### src/rtl/fft_pkg.sv
// Shared types and constants for the 8-point inverse FFT: complex Q8.8 sample,
// conjugate twiddles, bit-reversal helper and the sequencer state encoding.
package fft_pkg;

   typedef struct packed {
      logic signed [15:0] re;
      logic signed [15:0] im;
   } cplx_t;

   localparam logic [31:0] W_NEG0 = 32'h0100_0000;
   localparam logic [31:0] W_NEG1 = 32'h00b5_00b5;
   localparam logic [31:0] W_NEG2 = 32'h0000_0100;
   localparam logic [31:0] W_NEG3 = 32'hff4b_00b5;

   typedef enum logic [1:0] {
      ST_LOAD    = 2'd0,
      ST_COMPUTE = 2'd1,
      ST_UNLOAD  = 2'd2
   } state_t;

   function automatic logic [2:0] bitrev3(input logic [2:0] k);
      return {k[0], k[1], k[2]};
   endfunction

   function automatic logic [31:0] twiddle(input logic [1:0] t);
      case (t)
         2'd0:    return W_NEG0;
         2'd1:    return W_NEG1;
         2'd2:    return W_NEG2;
         default: return W_NEG3;
      endcase
   endfunction

endpackage

### src/rtl/ifft_bfly.sv
// Combinational radix-2 butterfly: a' = a + w*b, b' = a - w*b in Q8.8 with wrap.
// IFFT8_SCALE_EN: when defined, both outputs are arithmetic-shifted right by one.
import fft_pkg::*;

module ifft_bfly (
   input  logic [31:0] a,
   input  logic [31:0] b,
   input  logic [31:0] tw,
   output logic [31:0] a_new,
   output logic [31:0] b_new
);

   function automatic logic signed [15:0] trunc_q(input logic signed [31:0] p);
      return p[23:8];
   endfunction

   function automatic logic signed [15:0] scale(input logic signed [15:0] v);
`ifdef IFFT8_SCALE_EN
      return v >>> 1;
`else
      return v;
`endif
   endfunction

   cplx_t av, bv, wv, mv, sv, dv;
   logic signed [31:0] p_ac, p_bd, p_ad, p_bc;

   always_comb begin
      av = a;
      bv = b;
      wv = tw;
      p_ac = bv.re * wv.re;
      p_bd = bv.im * wv.im;
      p_ad = bv.re * wv.im;
      p_bc = bv.im * wv.re;
      // Each product is truncated before the sum, so rounding matches the reference exactly
      mv.re = trunc_q(p_ac) - trunc_q(p_bd);
      mv.im = trunc_q(p_ad) + trunc_q(p_bc);
      sv.re = scale(av.re + mv.re);
      sv.im = scale(av.im + mv.im);
      dv.re = scale(av.re - mv.re);
      dv.im = scale(av.im - mv.im);
      a_new = sv;
      b_new = dv;
   end

endmodule

### src/rtl/ifft8_seq.sv
// Sequential 8-point DIT inverse FFT: loads a spectrum in bit-reversed order,
// runs 12 in-place butterflies, then streams x[0..7]. Scaling via IFFT8_SCALE_EN.
import fft_pkg::*;

module ifft8_seq (
   input  logic        clk,
   input  logic        rst_n,
   input  logic [31:0] in_data,
   input  logic        in_valid,
   output logic        in_ready,
   output logic [31:0] out_data,
   output logic        out_valid,
   input  logic        out_ready,
   output logic        out_last,
   output logic        busy
);

   state_t      state, state_nx;
   logic [2:0]  in_cnt;
   logic [3:0]  bf_cnt;
   logic [2:0]  out_cnt;
   logic [31:0] mem [8];

   logic        accept, out_take;
   logic [2:0]  addr_a, addr_b;
   logic [1:0]  tw_idx;
   logic [31:0] bf_a_new, bf_b_new;

   assign accept   = in_valid && in_ready;
   assign out_take = out_valid && out_ready;
   assign busy     = (state != ST_LOAD);

   always_comb begin
      state_nx = state;
      case (state)
         ST_LOAD:    if (accept && in_cnt == 3'd7) state_nx = ST_COMPUTE;
         ST_COMPUTE: if (bf_cnt == 4'd11) state_nx = ST_UNLOAD;
         ST_UNLOAD:  if (out_take && out_last) state_nx = ST_LOAD;
         default:    state_nx = ST_LOAD;
      endcase
   end

   // bf_cnt[3:2] selects the stage (span 1, 2, 4); bf_cnt[1:0] walks group then j
   always_comb begin
      addr_a = 3'd0;
      addr_b = 3'd1;
      tw_idx = 2'd0;
      case (bf_cnt[3:2])
         2'd0: begin
            addr_a = {bf_cnt[1:0], 1'b0};
            addr_b = {bf_cnt[1:0], 1'b1};
            tw_idx = 2'd0;
         end
         2'd1: begin
            addr_a = {bf_cnt[1], 1'b0, bf_cnt[0]};
            addr_b = {bf_cnt[1], 1'b1, bf_cnt[0]};
            tw_idx = {bf_cnt[0], 1'b0};
         end
         default: begin
            addr_a = {1'b0, bf_cnt[1:0]};
            addr_b = {1'b1, bf_cnt[1:0]};
            tw_idx = bf_cnt[1:0];
         end
      endcase
   end

   ifft_bfly u_bfly (
      .a     (mem[addr_a]),
      .b     (mem[addr_b]),
      .tw    (twiddle(tw_idx)),
      .a_new (bf_a_new),
      .b_new (bf_b_new)
   );

   always_ff @(posedge clk) begin
      if (!rst_n) begin
         state     <= ST_LOAD;
         in_cnt    <= 3'd0;
         bf_cnt    <= 4'd0;
         out_cnt   <= 3'd0;
         in_ready  <= 1'b0;
         out_valid <= 1'b0;
         out_data  <= 32'd0;
         out_last  <= 1'b0;
      end else begin
         state    <= state_nx;
         in_ready <= (state_nx == ST_LOAD);
         if (accept)
            in_cnt <= in_cnt + 3'd1;
         if (state == ST_COMPUTE)
            bf_cnt <= (bf_cnt == 4'd11) ? 4'd0 : bf_cnt + 4'd1;
         // Output register refills only when empty or being consumed
         if (state == ST_UNLOAD && (!out_valid || out_ready)) begin
            if (out_valid && out_last) begin
               out_valid <= 1'b0;
               out_last  <= 1'b0;
            end else begin
               out_data  <= mem[out_cnt];
               out_last  <= (out_cnt == 3'd7);
               out_valid <= 1'b1;
               out_cnt   <= out_cnt + 3'd1;
            end
         end
      end
   end

   always_ff @(posedge clk) begin
      if (accept) begin
         mem[bitrev3(in_cnt)] <= in_data;
      end else if (state == ST_COMPUTE) begin
         mem[addr_a] <= bf_a_new;
         mem[addr_b] <= bf_b_new;
      end
   end

endmodule

### config.mk
export PLATFORM = sky130hd
export DESIGN_NAME = ifft8_seq
export DESIGN_NICKNAME = d
export VERILOG_FILES = /design/src/rtl/fft_pkg.sv /design/src/rtl/ifft_bfly.sv /design/src/rtl/ifft8_seq.sv
export SDC_FILE = /design/constraint.sdc
export NUM_CORES = 2
export LEC_CHECK = 0
export CORE_UTILIZATION = 50
export CTS_CLUSTER_SIZE = 12
export DETAILED_ROUTE_END_ITERATION = 10
export DONT_BUFFER_PORTS = 1
export PLACE_DENSITY = 0.75
export SETUP_SLACK_MARGIN = 0.05
export SYNTH_ARGS = -nofsm -noshare
export SYNTH_HDL_FRONTEND = slang
export SYNTH_SLANG_ARGS = --single-unit
### constraint.sdc
create_clock -name clk -period 13.1 [get_ports clk]
set_clock_uncertainty 0.2 [all_clocks]
set_input_delay 2.62 -clock clk [delete_from_list [all_inputs] [get_ports clk]]
set_output_delay 2.62 -clock clk [all_outputs]
set_load 0.01 [all_outputs]
After elaboration in Yosys (flattened, before gate mapping)
Memory sizes are Yosys's and may differ from the RTL's. A register that Yosys moved wholly into a read port is not among the register bits.
Index checks and enable logic that the tools add are counted.
{"block": "word_totals", "ff_bits": 15, "latch_bits": 0, "ramBits": 256, "mem_bits_ro": 0, "inputBits": 36, "n_memories": 1}
{"name": "mem", "words": 8, "word_bits": 32, "read_ports": 3, "rd_ports_with_merged_regs": 1, "write_ports": 2, "line_no": "ifft8_seq.sv:22", "rtl": "logic [31:0] mem [8];"}
{"block": "classes", "addsub": 9, "multipliers": 4, "div": 0, "order_cmp": 0, "n_eq_ne": 8, "shifts": 0, "mux": 19, "n_bitwise": 1, "reduce_logical": 16}
{"operator": "multiplier 16 x 16 -> 24 bit", "n": 4}
{"operator": "one-hot mux 32 bit (3 select lines)", "n": 1}
{"operator": "adder 16 bit", "n": 3}
{"operator": "subtractor 16 bit", "n": 3}
{"operator": "2-to-1 mux 32 bit", "n": 1}
{"operator": "OR reduction 32 bit", "n": 1}
{"operator": "one-hot mux 3 bit (2 select lines)", "n": 2}
{"operator": "logical NOT 2 bit", "n": 4}
{"operator": "2-to-1 mux 1 bit", "n": 8}
{"operator": "adder 3 x 1 -> 3 bit (second input constant)", "n": 2}
{"operator": "== test 2 x 1 -> 1 bit (second input constant)", "n": 3}
{"operator": "== test 3 bit (second input constant)", "n": 2}
{"operator": "logical AND 1 bit", "n": 6}
{"operator": "2-to-1 mux 2 bit", "n": 3}
{"operator": "one-hot mux 2 bit (3 select lines)", "n": 1}
{"operator": "adder 4 x 1 -> 4 bit (second input constant)", "n": 1}
{"operator": "== test 2 bit (second input constant)", "n": 2}
{"operator": "== test 4 bit (second input constant)", "n": 1}
{"operator": "2-to-1 mux 4 bit", "n": 1}
{"operator": "one-hot mux 2 bit (2 select lines)", "n": 1}
{"operator": "2-to-1 mux 3 bit", "n": 1}
{"operator": "logical NOT 1 bit", "n": 2}
{"operator": "AND reduction 2 bit", "n": 1}
{"operator": "nonzero test 2 bit", "n": 1}
{"operator": "2 further kinds", "n": 2}

Longest topological paths before layout
{"block": "logic_depth", "ltp_word": 8, "depth_mapped": 56}

Hierarchy
A second synthesis with hierarchy kept.
{"block": "hier_totals", "cells_unflattened": 5627, "hier_area_um2": 51653.3}
{"mod": "ifft_bfly", "instances": 1, "cells_each": 3931, "area_per_inst_um2": 33514.6, "seq_area_each_um2": 0.0}
{"mod": "ifft8_seq", "instances": 1, "cells_each": 1696, "area_per_inst_um2": 18138.6, "seq_area_each_um2": 8628.3}

Worst setup path after synthesis
Ideal clock, no wire load.
{"block": "synth_timing", "kind": "reg-to-reg", "startpoint": "register bf_cnt[3]", "endpoint": "memory mem[5][14], data pin", "setup_time_ns": 0.274, "t_arrival_ns": 10.504, "slack_ns": 2.122, "stages_incl_launch_ff": 45, "cell_sequence": "dfxtp_1 > buf_6 > buf_6 > buf_6 > buf_2 > buf_2 > o21ai_1 > clkbuf_1 > buf_1 > nand2_1 > nand3_1 > o2111ai_1 > nor2_1 > inv_1 > fa_1 > fa_1 > fa_1 > fa_1 > [9 not listed] > o21a_1 > nor2_1 > ha_1 > a21boi_0 > o21ai_0 > a21boi_0 > o21ai_0 > nand2b_1 > a21o_1 > a21o_1 > a21o_1 > a21o_1 > mux2i_1 > or4_1 > ha_1 > or3_1 > a31oi_1 > a21oi_1"}
{"item": "start: declaration", "line_no": "ifft8_seq.sv:20", "rtl": "logic [3:0] bf_cnt;"}
{"item": "start signal: assignment", "line_no": "ifft8_seq.sv:91", "rtl": "bf_cnt <= (bf_cnt == 4'd11) ? 4'd0 : bf_cnt + 4'd1;"}
{"item": "end: declaration", "line_no": "ifft8_seq.sv:22"}

==> flow_metrics.env <==
export IMPL_port_buffers=0
export IMPL_num_io_pins=72
export IMPL_synthFlopType="edfxtp_1"
export IMPL_reg2reg_from="bf_cnt[2]$_SDFFE_PN0P_"
export IMPL_max_stage_delay_ns=0.85
export IMPL_critPathLaunch="bf_cnt[2]$_SDFFE_PN0P_"
export IMPL_ys_seq_area_frac=0.205
export IMPL_maxCapViolations=0
export IMPL_syn_area_sq_um=42200
export IMPL_clock_latency_ns=0.59
export IMPL_grt_pass1_wl_mm=188
export IMPL_post_cts_buffers=0
export IMPL_p_leak_nw=21.4
export IMPL_syn_inst=4341
export IMPL_synth_fp_nets=5301
export IMPL_dp_hpwl_mm=91.4
export IMPL_area_delta_synth_final_pct=4.95
export IMPL_ys_ff_latch=303
export IMPL_syn_avg_cell_area_sq_um=9.71
export IMPL_num_antenna_cells=0
export IMPL_cpMostUsedCell="inv_1"
export IMPL_antenna_left=0
export IMPL_critPathMaxFanout=27
export IMPL_status="complete, no violations"
export IMPL_core_area_sq_um=83600
export IMPL_seq_area_sq_um=8640
export IMPL_cts_hold_buffers=0
export IMPL_multi_input_area_sq_um=30000
export IMPL_grt_overflow_total=0
export IMPL_via_count=32200
export IMPL_hold_class="register to register"
export IMPL_synth_edf_count=256
export IMPL_drcViolationCount=0
export IMPL_async_reset_ff_frac=0
export IMPL_slew_headroom=0.250
export IMPL_place_area_sq_um=43400
export IMPL_grt_max_degree=57
export IMPL_crit_path_start_kind="register"
export IMPL_fill_cells=7331
export IMPL_avgViaCountPerCell=6.00
export IMPL_finalSetupTns_ns=0
export IMPL_setup_violations=0
export IMPL_cts_buffer_depth=3
export IMPL_first_global_vias=32800
export IMPL_finalHoldViolations=0
export IMPL_antenna_found_initial=4
export IMPL_ctsResizeCount=0
export IMPL_drt_iter0_drc=3373
export IMPL_dieArea_sq_um=85500
export IMPL_die_y_um=292
export IMPL_crit_slowest_cell="dfxtp_2"
export IMPL_gp_congestion=0.937
export IMPL_cts_sinks=303
export IMPL_fin_area_sq_um=44200
export IMPL_fmax_ghz=0.0822
export IMPL_powerDensity_nw_per_um2=45.6
export IMPL_period_share=0.929
export IMPL_wire_per_inst_um=22.5
export IMPL_clk_pin_slew_ns=0.07
export IMPL_start_util=0.505
export IMPL_drive_above_1_share=0.0760
export IMPL_cts_tree="built"
export IMPL_period_needed_ns=12.17
export IMPL_yosysWarnings=0
export IMPL_cts_buffers=29
export IMPL_die_w_um=292
export IMPL_routed_wl_mm=121
export IMPL_vdd_ir_drop_max_mv=0.104
export IMPL_worstSetupEndpointType="register"
export IMPL_cp_required_ns=13.31
export IMPL_rsz0062_at_grt="false"
export IMPL_slew_viol_final=0
export IMPL_num_rows=106
export IMPL_synthDistinctLibCells=96
export IMPL_nets=5224
export IMPL_firstDrtPassIters=5
export IMPL_critical_path_class="register to register"
export IMPL_h_tree_depth=1
export IMPL_crit_arrival_ns=12.37
export IMPL_min_from="in_cnt[1]$_SDFFE_PN0P_"
export IMPL_worstMarginPinSlew_ns=1.13
export IMPL_cts_root_buf="clkbuf_16"
export IMPL_grtUsageTotal=0.286
[layout by cell type (no fill, tap or decap), types with 11 or more instances in the layout]
cell type  netlist  routed
fa_1           436     436
a21oi_1        279     278
nor2b_1         38      37
o21ai_0        101      92
or2_2           15      15
nor2_1         330     327
a31oi_1         15      15
a21boi_0        16      16
mux2i_1         88      88
o22ai_1         15      15
clkbuf_16        0      29
o2111ai_1       11      11
a211oi_1        12      12
o21bai_1        29      29
ha_1           488     488
and2_1          55      55
buf_4            3      60
a21o_1          44      44
nand2b_1        28      28
o211a_1         34      34
mux2_2          22      22
and3_1          12      12
inv_1          799     799
clkbuf_1       116      20
nor3_1          31      31
xor2_1          63      63
edfxtp_1       256     256
dfxtp_1         47      40
nand3_1         54      48
mux4_2         131     131
nand2_1        391     389
o21a_1          19      19
xnor2_1        145     145
[Yosys cell counts (15+ instances only)]
cell type,instances,area [sq um]
a21oi_1,279,1400
nand2_1,391,1470
nor2b_1,38,238
inv_1,799,3000
o22ai_1,15,93.8
buf_1,24,90.1
o211a_1,34,340
a31oi_1,15,93.8
or2_2,15,93.8
nor2_1,330,1240
nor3_1,31,155
a21o_1,44,330
mux2_2,22,248
o21ai_0,101,505
edfxtp_1,256,7690
xnor2_1,145,1270
clkbuf_1,116,435
mux2i_1,88,881
ha_1,488,6110
a21boi_0,16,120
nand2b_1,28,175
xor2_1,63,552
and2_1,55,344
mux4_2,131,2950
dfxtp_1,47,941
o21a_1,19,143
nand3_1,54,270
fa_1,436,8730
o21bai_1,29,218
[power by group]
group / switching, mW / internal [mW] / leakage, nW / total (mW)
Sequential: 0.00493 / 1.05 / 2.70 / 1.06
Combinational: 0.106 / 0.0585 / 18.3 / 0.165
Clock: 0.373 / 0.422 / 0.405 / 0.796
Total: 0.485 / 1.53 / 21.4 / 2.02
[worst max-delay path: cells and delay by family, from the launching register on]
| family | cells | cell delay [ns] |
|---|---|---|
| XOR/XNOR | 1 | 0.29 |
| multiplexers | 1 | 0.14 |
| adder cells (fa/ha/maj) | 9 | 3.00 |
| buffers and inverters | 10 | 1.58 |
| AND/OR/NAND/NOR | 10 | 1.80 |
| AO/OA/AOI/OAI | 16 | 4.13 |
| flip-flops | 1 | 0.85 |
[flip-flops by register name, indices dropped and copies added, names as in the netlist]
signal and count:
state 2, out_last 1, in_cnt 3, out_valid 1
bf_cnt 4, in_ready 1, out_data 32, mem 256
out_cnt 3
[per-layer routing]
metal / share of wire / vias to the layer above / track usage
met5: 0.00041 / - / 0
met4: 0.056 / 8 / 0.134
met3: 0.099 / 432 / 0.0464
met2: 0.47 / 1781 / 0.471
met1: 0.38 / 15700 / 0.369
li1: - / 14300 / -
[per-stage QoR]
| step | power (mW) | util | hold WS (ns) | cells | worst slack (ns) |
|---|---|---|---|---|---|
| final | 2.02 | 0.530 | 0.293 | 5367 | 0.935 |
| after global routing | 2.06 | 0.530 | 0.339 | 5367 | 0.0867 |
| after CTS | 2.02 | 0.530 | 0.297 | 5367 | 1.08 |
| after detailed placement | 1.24 | 0.520 | 0.288 | 5313 | 1.11 |
| after global placement | 1.24 | 0.520 | 0.275 | 5313 | 1.30 |
| after floorplan | 1.19 | - | 0.261 | 4341 | 2.12 |
[path summary, 6_finish.rpt]
path | cells past startpoint | slack, ns | to
worst min register to register | 2 | 0.29 | in_cnt[1]$_SDFFE_PN0P_
worst min-delay path | 2 | 0.29 | in_cnt[1]$_SDFFE_PN0P_
worst max-delay path | 47 | 0.93 | mem[4][14]$_DFFE_PP_
worst max register to register | 47 | 0.93 | mem[4][14]$_DFFE_PP_
[kinds of logic after synthesis]
family,Yosys count,share of synthesized area
AND/OR/NAND/NOR,1014,0.108
buffers and inverters,971,0.0889
adder cells (fa/ha/maj),927,0.353
AO/OA/AOI/OAI,667,0.102
flip-flops,303,0.205
multiplexers,243,0.0975
XOR/XNOR,216,0.0471
[cell type report]
class / count / share of cell area
tap: 1080 / 0.0305
clock inverter: 3 / 0.000424
multi-input combinational: 3067 / 0.677
sequential: 303 / 0.195
inverter: 803 / 0.0681
clock buffer: 51 / 0.0186
timing repair buffer: 60 / 0.0102
No activity file was read; power rests on OpenSTA's default activity.
